--- src/rtl/vga_sync_gen.sv ---
// VGA sync generator: decodes the h/v counter pair into delayed sync, blank and
// coordinate outputs, and monitors counter continuity. Define VGA_FRAME_COUNT_EN to add frame_cnt.
module vga_sync_gen #(
  parameter int H_ACTIVE   = 640,
  parameter int H_FP       = 16,
  parameter int H_SYNC     = 96,
  parameter int H_BP       = 48,
  parameter int V_ACTIVE   = 480,
  parameter int V_FP       = 10,
  parameter int V_SYNC     = 2,
  parameter int V_BP       = 33,
  parameter int PIPE_DELAY = 2
) (
  input  logic       clk,
  input  logic       reset,
  input  logic       en,
  input  logic [9:0] h_count,
  input  logic [9:0] v_count,
  output logic       hsync_n,
  output logic       vsync_n,
  output logic       video_on,
  output logic [9:0] x,
  output logic [8:0] y,
  output logic       line_start,
  output logic       frame_start,
  output logic       locked,
  output logic       sync_err
`ifdef VGA_FRAME_COUNT_EN
  ,
  output logic [15:0] frame_cnt
`endif
);

  localparam int H_TOTAL = H_ACTIVE + H_FP + H_SYNC + H_BP;
  localparam int V_TOTAL = V_ACTIVE + V_FP + V_SYNC + V_BP;

  localparam logic [9:0] H_ACTIVE_C = 10'(H_ACTIVE);
  localparam logic [9:0] V_ACTIVE_C = 10'(V_ACTIVE);
  localparam logic [9:0] H_TOTAL_C  = 10'(H_TOTAL);
  localparam logic [9:0] V_TOTAL_C  = 10'(V_TOTAL);
  localparam logic [9:0] H_LAST_C   = 10'(H_TOTAL - 1);
  localparam logic [9:0] V_LAST_C   = 10'(V_TOTAL - 1);
  localparam logic [9:0] HS_START_C = 10'(H_ACTIVE + H_FP);
  localparam logic [9:0] HS_END_C   = 10'(H_ACTIVE + H_FP + H_SYNC);
  localparam logic [9:0] VS_START_C = 10'(V_ACTIVE + V_FP);
  localparam logic [9:0] VS_END_C   = 10'(V_ACTIVE + V_FP + V_SYNC);

  typedef struct packed {
    logic       hs_n;
    logic       vs_n;
    logic       vid;
    logic [9:0] x;
    logic [8:0] y;
    logic       ls;
    logic       fs;
  } stage_t;

  localparam stage_t STAGE_IDLE = '{hs_n: 1'b1, vs_n: 1'b1, vid: 1'b0, x: 10'd0,
                                    y: 9'd0, ls: 1'b0, fs: 1'b0};

  typedef enum logic [1:0] {
    SEARCH = 2'd0,
    TRACK  = 2'd1,
    LOCKED = 2'd2
  } state_t;

  stage_t     dec_s;
  stage_t     pipe_r [PIPE_DELAY];
  logic       in_range_s;
  state_t     state_r;
  state_t     state_nxt_s;
  logic [9:0] h_prev_r;
  logic [9:0] v_prev_r;
  logic [9:0] h_exp_s;
  logic [9:0] v_exp_s;
  logic       match_s;
  logic       at_origin_s;
  logic       at_end_s;
  logic       err_set_s;
  logic       locked_r;
  logic       sync_err_r;

  assign in_range_s = (h_count < H_TOTAL_C) && (v_count < V_TOTAL_C);

  // Stage-0 decode; anything outside the raster decodes as idle.
  always_comb begin
    dec_s = STAGE_IDLE;
    if (in_range_s) begin
      dec_s.hs_n = ~((h_count >= HS_START_C) && (h_count < HS_END_C));
      dec_s.vs_n = ~((v_count >= VS_START_C) && (v_count < VS_END_C));
      if ((h_count < H_ACTIVE_C) && (v_count < V_ACTIVE_C)) begin
        dec_s.vid = 1'b1;
        dec_s.x   = h_count;
        dec_s.y   = v_count[8:0];
      end else begin
        dec_s.vid = 1'b0;
        dec_s.x   = 10'd0;
        dec_s.y   = 9'd0;
      end
      dec_s.ls = (h_count == 10'd0);
      dec_s.fs = (h_count == 10'd0) && (v_count == 10'd0);
    end else begin
      dec_s = STAGE_IDLE;
    end
  end

  // Delay line; the last stage drops its pulses on disabled edges so they stay one cycle wide.
  always_ff @(posedge clk or posedge reset) begin
    if (reset) begin
      for (int i = 0; i < PIPE_DELAY; i++) begin
        pipe_r[i] <= STAGE_IDLE;
      end
    end else if (en) begin
      pipe_r[0] <= dec_s;
      for (int i = 1; i < PIPE_DELAY; i++) begin
        pipe_r[i] <= pipe_r[i-1];
      end
    end else begin
      pipe_r[PIPE_DELAY-1].ls <= 1'b0;
      pipe_r[PIPE_DELAY-1].fs <= 1'b0;
    end
  end

  assign hsync_n     = pipe_r[PIPE_DELAY-1].hs_n;
  assign vsync_n     = pipe_r[PIPE_DELAY-1].vs_n;
  assign video_on    = pipe_r[PIPE_DELAY-1].vid;
  assign x           = pipe_r[PIPE_DELAY-1].x;
  assign y           = pipe_r[PIPE_DELAY-1].y;
  assign line_start  = pipe_r[PIPE_DELAY-1].ls;
  assign frame_start = pipe_r[PIPE_DELAY-1].fs;

  // Successor of the previously sampled pair.
  always_comb begin
    h_exp_s = h_prev_r + 10'd1;
    v_exp_s = v_prev_r;
    if (h_prev_r == H_LAST_C) begin
      h_exp_s = 10'd0;
      if (v_prev_r == V_LAST_C) begin
        v_exp_s = 10'd0;
      end else begin
        v_exp_s = v_prev_r + 10'd1;
      end
    end else begin
      h_exp_s = h_prev_r + 10'd1;
      v_exp_s = v_prev_r;
    end
  end

  assign match_s     = (h_count == h_exp_s) && (v_count == v_exp_s);
  assign at_origin_s = (h_count == 10'd0) && (v_count == 10'd0);
  assign at_end_s    = (h_count == H_LAST_C) && (v_count == V_LAST_C);

  // Lock FSM next-state logic.
  always_comb begin
    state_nxt_s = state_r;
    err_set_s   = 1'b0;
    case (state_r)
      SEARCH: begin
        if (at_origin_s) begin
          state_nxt_s = TRACK;
        end else begin
          state_nxt_s = SEARCH;
        end
      end
      TRACK: begin
        if (!match_s) begin
          state_nxt_s = SEARCH;
        end else if (at_end_s) begin
          state_nxt_s = LOCKED;
        end else begin
          state_nxt_s = TRACK;
        end
      end
      LOCKED: begin
        if (!match_s) begin
          state_nxt_s = SEARCH;
          err_set_s   = 1'b1;
        end else begin
          state_nxt_s = LOCKED;
        end
      end
      default: begin
        state_nxt_s = SEARCH;
      end
    endcase
  end

  // Lock FSM state, last sampled pair and the registered status flags.
  always_ff @(posedge clk or posedge reset) begin
    if (reset) begin
      state_r    <= SEARCH;
      h_prev_r   <= 10'd0;
      v_prev_r   <= 10'd0;
      locked_r   <= 1'b0;
      sync_err_r <= 1'b0;
    end else if (en) begin
      state_r    <= state_nxt_s;
      h_prev_r   <= h_count;
      v_prev_r   <= v_count;
      locked_r   <= (state_nxt_s == LOCKED);
      sync_err_r <= sync_err_r | err_set_s;
    end else begin
      state_r    <= state_r;
      h_prev_r   <= h_prev_r;
      v_prev_r   <= v_prev_r;
      locked_r   <= locked_r;
      sync_err_r <= sync_err_r;
    end
  end

  assign locked   = locked_r;
  assign sync_err = sync_err_r;

`ifdef VGA_FRAME_COUNT_EN
  logic        locked_d_r;
  logic [15:0] frame_cnt_r;

  // Frame counter; restarts from zero whenever lock is lost.
  always_ff @(posedge clk or posedge reset) begin
    if (reset) begin
      locked_d_r  <= 1'b0;
      frame_cnt_r <= 16'd0;
    end else begin
      locked_d_r <= locked_r;
      if (locked_d_r && !locked_r) begin
        frame_cnt_r <= 16'd0;
      end else if (pipe_r[PIPE_DELAY-1].fs) begin
        frame_cnt_r <= frame_cnt_r + 16'd1;
      end else begin
        frame_cnt_r <= frame_cnt_r;
      end
    end
  end

  assign frame_cnt = frame_cnt_r;
`endif

endmodule

--- config.mk ---
export PLATFORM = sky130hd
export DESIGN_NAME = vga_sync_gen
export DESIGN_NICKNAME = d
export VERILOG_FILES = /design/src/rtl/vga_sync_gen.sv
export SDC_FILE = /design/constraint.sdc
export NUM_CORES = 1
export LEC_CHECK = 0
export CELL_PAD_IN_SITES_DETAIL_PLACEMENT = 2
export CELL_PAD_IN_SITES_GLOBAL_PLACEMENT = 2
export CORE_MARGIN = 4
export CORE_UTILIZATION = 33
export CTS_CLUSTER_SIZE = 16
export DETAILED_ROUTE_END_ITERATION = 6
export PLACE_DENSITY_LB_ADDON = 0.1
export SLEW_MARGIN = 20
export SYNTH_ARGS = -nofsm -noshare
export SYNTH_HDL_FRONTEND = slang
export SYNTH_SLANG_ARGS = --single-unit
--- constraint.sdc ---
create_clock -name clk -period 2.9 [get_ports clk]
set_input_delay 0.725 -clock clk [delete_from_list [all_inputs] [get_ports clk]]
set_output_delay 0.725 -clock clk [all_outputs]
set_load 0.02 [all_outputs]
==> results of run 1 <==
final timing paths:
path	slack [ps]	from	cells after the start	endpoint
hold / removal	480	sync_err$_DFFE_PP0P_	1	sync_err$_DFFE_PP0P_
max in group asynchronous	1700	reset	3	pipe_r[43]$_DFFE_PP0P_
setup reg to reg	110	v_prev_r[1]$_DFFE_PP0P_	11	sync_err$_DFFE_PP0P_
hold reg to reg	480	sync_err$_DFFE_PP0P_	1	sync_err$_DFFE_PP0P_
min in group asynchronous	610	reset	2	x[1]$_DFFE_PP0P_
setup / recovery	110	v_prev_r[1]$_DFFE_PP0P_	11	sync_err$_DFFE_PP0P_
synth_stat cells, types with 2 or more instances:
| library cell | instances | area share |
|---|---|---|
| clkbuf_1 | 14 | 0.013 |
| buf_4 | 19 | 0.036 |
| xor2_1 | 4 | 0.0090 |
| o21ai_1 | 2 | 0.0026 |
| nand3_1 | 9 | 0.012 |
| or3_1 | 5 | 0.0080 |
| o2111ai_1 | 2 | 0.0045 |
| a2111oi_0 | 2 | 0.0045 |
| xnor2_1 | 11 | 0.025 |
| a21oi_1 | 10 | 0.013 |
| dfstp_2 | 4 | 0.027 |
| buf_2 | 2 | 0.0026 |
| nand4_1 | 8 | 0.013 |
| and3_1 | 5 | 0.0080 |
| nor4_4 | 3 | 0.016 |
| a22o_1 | 19 | 0.043 |
| nor2b_1 | 6 | 0.0096 |
| and2_1 | 2 | 0.0032 |
| nor2_1 | 15 | 0.014 |
| buf_1 | 6 | 0.0058 |
| mux2i_1 | 2 | 0.0051 |
| nor3b_1 | 3 | 0.0058 |
| nand2_1 | 18 | 0.017 |
| and4_2 | 2 | 0.0051 |
| nor4_1 | 5 | 0.0080 |
| nand3b_1 | 3 | 0.0058 |
| o211ai_1 | 2 | 0.0038 |
| dfrtp_1 | 68 | 0.44 |
| mux2_2 | 39 | 0.11 |
| inv_1 | 10 | 0.0096 |
| or4_1 | 3 | 0.0058 |
| o211a_1 | 2 | 0.0051 |
| o21ai_0 | 15 | 0.019 |
| a221o_1 | 2 | 0.0051 |
| and4_1 | 3 | 0.0067 |
| a41oi_1 | 2 | 0.0045 |
| nor3_1 | 11 | 0.014 |
| ha_1 | 3 | 0.0096 |
| a31oi_1 | 5 | 0.0080 |
stage by stage:
| stage | utilization | instance area [µm²] | TNS [ps] | instances | setup slack [ps] |
|---|---|---|---|---|---|
| 2_1_floorplan | - | 3910 | 0 | 365 | 113 |
| 3_3_place_gp | 0.414 | 4760 | -1400 | 572 | -403 |
| 3_5_place_dp | 0.414 | 4760 | -1620 | 572 | -467 |
| 4_1_cts | 0.438 | 5040 | 0 | 588 | 28.2 |
| 5_1_grt | 0.444 | 5110 | -20.3 | 590 | -20.3 |
| 6_report | 0.444 | 5110 | 0 | 590 | 107 |
sequential cells by signal (all words and copies together) (netlist names):
signal	count
x	10
video_on	1
v_prev_r	10
line_start	1
hsync_n	1
y	9
vsync_n	1
locked	1
h_prev_r	10
state_r	2
sync_err	1
frame_start	1
pipe_r	24
cell families (layout without fill, tap and decap cells):
family | Yosys count | count (layout) | synth area share
compound gates | 74 | 74 | 0.138
xor+xnor | 15 | 15 | 0.0336
fa+ha+maj | 3 | 3 | 0.00960
buf+inv | 51 | 133 | 0.0679
flops | 72 | 72 | 0.462
mux | 41 | 41 | 0.117
simple gates | 109 | 109 | 0.172
area by class of cell:
class,instances,area share
clock buffers,11,0.0475
clock inverters,5,0.00637
inverters,10,0.00735
multi-input cells,242,0.370
flip-flops and latches,72,0.354
well taps,143,0.0350
repair buffers,107,0.180
worst register-to-register path: stages (launching register included):
cell,delay (ps)
dfrtp_1,400
inv_2,90
ha_4,140
nand4_1,150
nor4_4,230
buf_4,180
nor4_4,40
or3_1,340
a221o_1,350
nor4_4,400
nand3_2,140
a31o_1,240
routing by layer:
metal	track usage	vias up	routed length, µm
met5	0	-	0
met4	0.0734	0	248
met3	0.0272	14	351
met2	0.301	50	5820
met1	0.259	1632	5790
li1	-	1493	-
cell usage in the layout, fill, tap and decap left out, types with 4 or more instances in the layout:
master,n
xnor2_1,11
nor4_1,4
dfrtp_1,68
inv_1,7
nand4_1,8
clkdlybuf4s50_1,47
nor3_1,10
nand3_1,8
o21ai_0,14
clkbuf_16,9
a22o_1,19
nor2_1,15
and3_1,4
or3_1,5
nor4_4,4
dfstp_2,4
mux2_2,39
a31oi_1,5
nor2b_1,6
a21oi_1,10
buf_4,59
xor2_1,4
nand2_1,18
power by group:
group          internal [W]  switching (W)
Sequential          0.00108      0.0000524
Clock              0.000599       0.000434
Combinational      0.000269       0.000294
Total               0.00195       0.000780
timing repair:
item	CTS	global route
pin swaps	6	8
setup buffers	0	2
resized for setup	2	13
hold endpoints to repair	0	0
endpoints found under the setup margin	2	4
gates cloned	0	0
==> summary.txt, run 1 <==
Synthesis
  – Mapped Cells: between 300 and 400
  – Sequential element share of the synthesized area: 0.462
  – Number of flops mapped to enable cells by yosys: 0
  – Distinct cells, synth: slightly below 60
  – Syn_area_per_cell: roughly 11 µm²
  – Post-Synthesis Net Count: ~400
  – Synth Flop Type: dfrtp_1
  – Asr flop ratio synth: 1.00
  – Syn. warnings: 0
  – #FFs+latches synth: between 70 and 80
  – Synthesized cell area: approximately 0.0039 mm²

Power
  – Peak supply drop: ~0.20 mV
  – Power Density: 534 mW/mm²
  – Pleak: between 2 and 2.5 nW
  – Total design power: approximately 0.0027 W

Timing
  – Setup Viol. Count Final: 0
  – RSZ-0062 raised after global routing: true
  – Final worst-path cycle share: 0.963
  – Slew headroom: 0.696
  – Max-slew violation count: 0
  – Tightest hold margin: about 480 ps
  – Final hold violation count: 0
  – Post-route minimum period: ~2800 ps
  – F_max: 358 MHz
  – Final Skew: ~4.6 ps
  – Worst-margin pin slew: roughly 450 ps

CTS
  – CTS tree: done
  – Clk Latency, worst-skew pair: between 300 and 400 ps
  – CTS Root Buffer Type: clkbuf_16
  – CTS clk-pin slew, worst paths: roughly 60 ps
  – H-Tree Depth: 3
  – Clock tree sinks: ~70
  – CTS buffer count: 9
  – Max Root-Sink Buffers: 2
  – Cts hold-fix bufs: 0

Floorplanning
  – Die Area: 0.0137 mm²
  – # IOs: between 40 and 50
  – Die Wd: about 120 µm
  – Core box area: 0.0115 mm²
  – Site Rows: 39
  – Die Ht: ~120 µm
  – Initial Utilization: 0.339

Place
  – DP Wirelength: ~9.4 mm
  – Placer Congestion: approximately 0.83
  – Port buffer count: 48

Critical path
  – CP Capture Type: flip-flop
  – Critical Path, Cell by Cell: inv_2 -> ha_4 -> nand4_1 -> nor4_4 -> buf_4 -> nor4_4 -> or3_1 -> a221o_1 -> nor4_4 -> nand3_2 -> a31o_1
  – Max incr delay on CP: around 400 ps
  – Crit Path Category: reg2reg
  – Worst path bufs/invs: 2
  – Most frequent CP cell: nor4_4
  – Family with the most delay on the worst path: simple AND/OR/NAND/NOR gates
  – Critical Path AT: between 3000 and 4000 ps
  – Critical path fanouts, max: 4
  – Crit start category: flip-flop
  – Slowest CP cell: dfrtp_1
  – WP data required: ~3100 ps

Routing
  – Drt wl/cell: around 21 µm
  – DR iter-0 viols: 140
  – Final WL: roughly 12 mm
  – Total number of vias: 3189
  – Vias per Instance: ~5.4
  – Drt first pass iters: 4
  – Final antenna-violating net count: 0
  – DRC viols: 0

Global route
  – Initial antenna violation count: 0
  – First-pass GRT wire length: 19.3 mm
  – Largest net degree at the start of global routing: 26
  – Global-route usage over all layers: 0.189
  – Vias in the first global route: roughly 3400
  – Total gr overflow: 0

Final layout
  – Area of the multi-input gates: ~0.0019 mm²
  – Register Area: between 0.0015 and 0.002 mm²
  – # nets final: approximately 470
  – Layout cells sized above 1: 0.309
  – Ant. Diodes: 0
  – Syn-to-layout area delta: 30.7%
  – Fillers: around 1200

Run
  – Max cap viols: 0

Hold path
  – Hold Path Class: reg2reg

Status
  – Status: finished clean
No activity file was read; power rests on OpenSTA's default activity.
==> run 2, diff against run 1 <==
--- a/config.mk
+++ b/config.mk
@@ -8,7 +8,7 @@
 export CELL_PAD_IN_SITES_DETAIL_PLACEMENT = 2
 export CELL_PAD_IN_SITES_GLOBAL_PLACEMENT = 2
 export CORE_MARGIN = 4
-export CORE_UTILIZATION = 33
+export CORE_UTILIZATION = 36
 export CTS_CLUSTER_SIZE = 16
 export DETAILED_ROUTE_END_ITERATION = 6
 export PLACE_DENSITY_LB_ADDON = 0.1
==> constraint.sdc (replaced) <==
create_clock -name clk -period 2.8 [get_ports clk]
set_input_delay 0.7 -clock clk [delete_from_list [all_inputs] [get_ports clk]]
set_output_delay 0.7 -clock clk [all_outputs]
set_load 0.02 [all_outputs]
==> run 2 against run 1 <==
  * Via count up 0.53%
  * Global-route usage up 1.4 points
  * Die area down 7.8%
  * Count of clock-buffer cells in the layout unchanged
  * Non-clock buffer count up 2
  * Clock skew up 7.0 ps
  * Critical path depth down 1
  * Critical endpoint unchanged
  * Setup slack worse by 100 ps
  * Power down 4.1%
  * Sequential share of layout area up 0.23 points
==> summary.txt, run 2 (same netlist as run 1, synthesis figures left out) <==
Routing
  – Final WL: between 10 and 15 mm
  – Total number of vias: about 3200
  – Vias per Instance: approximately 5.5
  – Drt wl/cell: between 20 and 25 µm
  – Drt first pass iters: 4
  – Final antenna-violating net count: 0
  – DRC viols: 0
  – DR iter-0 viols: about 130

Run
  – Max cap viols: 0

Floorplanning
  – Core box area: about 0.010 mm²
  – Die Wd: approximately 110 µm
  – Die Area: about 0.013 mm²
  – # IOs: 49
  – Site Rows: 37
  – Die Ht: 112 µm
  – Initial Utilization: 0.374

Place
  – Port buffer count: 48
  – DP Wirelength: between 8 and 9 mm
  – Placer Congestion: between 0.8 and 0.9
  – Inst Count DP: 565

Hold path
  – Hold Path Class: reg2reg
  – Hold endpoint: pipe_r[24]$_DFFE_PP0P_
  – Hold_sp: pipe_r[24]$_DFFE_PP0P_
  – WHS Path Cells: 2

Final layout
  – # nets final: 470
  – Layout cells sized above 1: 0.321
  – Biggest register: pipe_r
  – Fillers: roughly 1100
  – Syn-to-layout area delta: 29.8%
  – Leading cell types in the layout, fill and taps excluded: 68 x dfrtp_1, 60 x buf_4, 45 x clkdlybuf4s50_1
  – Final std cells w/o fill: around 590
  – Ant. Diodes: 0
  – Most common cell after layout, fill and taps aside: dfrtp_1
  – Largest register FFs: 24

CTS
  – Cts hold-fix bufs: 0
  – CTS buffer count: 9
  – H-Tree Depth: 3
  – CTS clk-pin slew, worst paths: around 80 ps
  – Clk Latency, worst-skew pair: between 300 and 400 ps
  – CTS Root Buffer Type: clkbuf_8
  – CTS tree: done
  – Max Root-Sink Buffers: 2
  – Clock tree sinks: 72

Global route
  – Met2 GRT Util: 0.331
  – Global-route usage over all layers: 0.202
  – Largest net degree at the start of global routing: 73
  – Total gr overflow: 0
  – Initial antenna violation count: 0
  – Met3 Track Usage GR: 0.0237
  – GRT Max-Usage Layer: met2
  – Vias in the first global route: between 3000 and 4000
  – Met1 usage: 0.277
  – First-pass GRT wire length: a little over 20 mm

Timing
  – Final Skew: between 10 and 15 ps
  – RSZ-0062 raised after global routing: true
  – F_max: about 360 MHz
  – Slew headroom: 0.651
  – Final worst-path cycle share: 0.998
  – TNS Setup: 0 ps
  – Max-slew violation count: 0
  – Worst-margin pin slew: about 520 ps
  – Final hold violation count: 0
  – Setup Viol. Count Final: 0
  – Post-route minimum period: 2790 ps

Critical path
  – Crit start category: flip-flop
  – Max incr delay on CP: 410 ps
  – R2R Path Start: h_prev_r[0]$_DFFE_PP0P_
  – Slowest CP cell: or3_1
  – Critical Path, Cell by Cell: ha_1 -> and4_2 -> and3_2 -> o21ai_0 -> a21oi_1 -> or3_1 -> nor4_4 -> buf_4 -> nand3_4 -> a31o_1
  – Worst reg2reg path endpoint: sync_err$_DFFE_PP0P_
  – Critical Path AT: approximately 3000 ps
  – WP data required: about 3100 ps
  – Flop-to-flop setup slack: approximately 6.4 ps
  – CP Capture Type: flip-flop
  – Crit Path Category: reg2reg
  – Critical path fanouts, max: 8
  – R2R depth: 10

Power
  – Power Density: approximately 520 mW/mm²
  – Pleak: 2.18 nW
  – Peak supply drop: about 0.20 mV

Status
  – Status: finished clean
==> run 2: changes by cell type in the layout (fill, tap and decap cells not counted), sizes merged <==
cell	change
buf	+2
clkdlybuf4s50	-2
clkinvlp	-2
dlygate4sd2	+2
bufinv	+1
clkinv	+1
==> run 2: power by group <==
group | switching (W) | internal [W] | leakage [nW]
Combinational | 0.000317 | 0.000291 | 1.15
Clock | 0.000409 | 0.000435 | 0.0993
Sequential | 0.0000497 | 0.00112 | 0.923
Total | 0.000775 | 0.00184 | 2.18
==> run 2: layout make-up <==
cell class	count	area (µm²)	share of cell area
multi-input cells	242	1920	0.378
flip-flops and latches	72	1810	0.356
repair buffers	109	943	0.186
well taps	136	170	0.0335
clock buffers	11	141	0.0279
clock inverters	5	56.3	0.0111
inverters	10	37.5	0.00740
==> run 2: how the worst max path moves through the flow <==
stage                     cells after the start                     end  slack (ps)               startpoint
after global routing                         10    sync_err$_DFFE_PP0P_         -90  h_prev_r[0]$_DFFE_PP0P_
final                                        10    sync_err$_DFFE_PP0P_           6  h_prev_r[0]$_DFFE_PP0P_
after detailed placement                      9  state_r[0]$_DFFE_PP0P_        -460               v_count[2]
after CTS                                     9    sync_err$_DFFE_PP0P_           9  h_prev_r[0]$_DFFE_PP0P_
after global placement                        9    sync_err$_DFFE_PP0P_        -480               v_count[2]
after floorplan                               9    sync_err$_DFFE_PP0P_          40               v_count[2]
==> run 2: critical path: cells and delay by family, from the launching register on <==
kind / cells / cell delay [ps]
compound gates: 3 / 570
flops: 1 / 400
buf+inv: 1 / 190
fa+ha+maj: 1 / 220
simple gates: 5 / 1300
==> run 2: layer usage <==
layer / vias to the layer above / part of all wire
met4: 0 / 0.019
met5: - / 0
met1: 1660 / 0.47
met3: 15 / 0.020
li1: 1491 / -
met2: 40 / 0.49
==> run 2: repair_timing <==
action | CTS | global route
resized for setup | 7 | 14
buffers inserted | 1 | 3
cloned | 0 | 0
pin swaps | 7 | 4
endpoints found under the setup margin | 4 | 4
==> run 2: stage by stage <==
step | total power (W) | hold WS (ps) | area (µm²) | setup slack (ps) | util
6_report | 0.00262 | 494 | 5070 | 6.38 | 0.485
5_1_grt | 0.00276 | 513 | 5070 | -90.6 | 0.485
4_1_cts | 0.00264 | 493 | 4990 | 9.49 | 0.477
3_5_place_dp | 0.00178 | 474 | 4770 | -464 | 0.456
3_3_place_gp | 0.00175 | 456 | 4770 | -477 | 0.456
2_1_floorplan | 0.00152 | 442 | 3910 | 38.0 | -
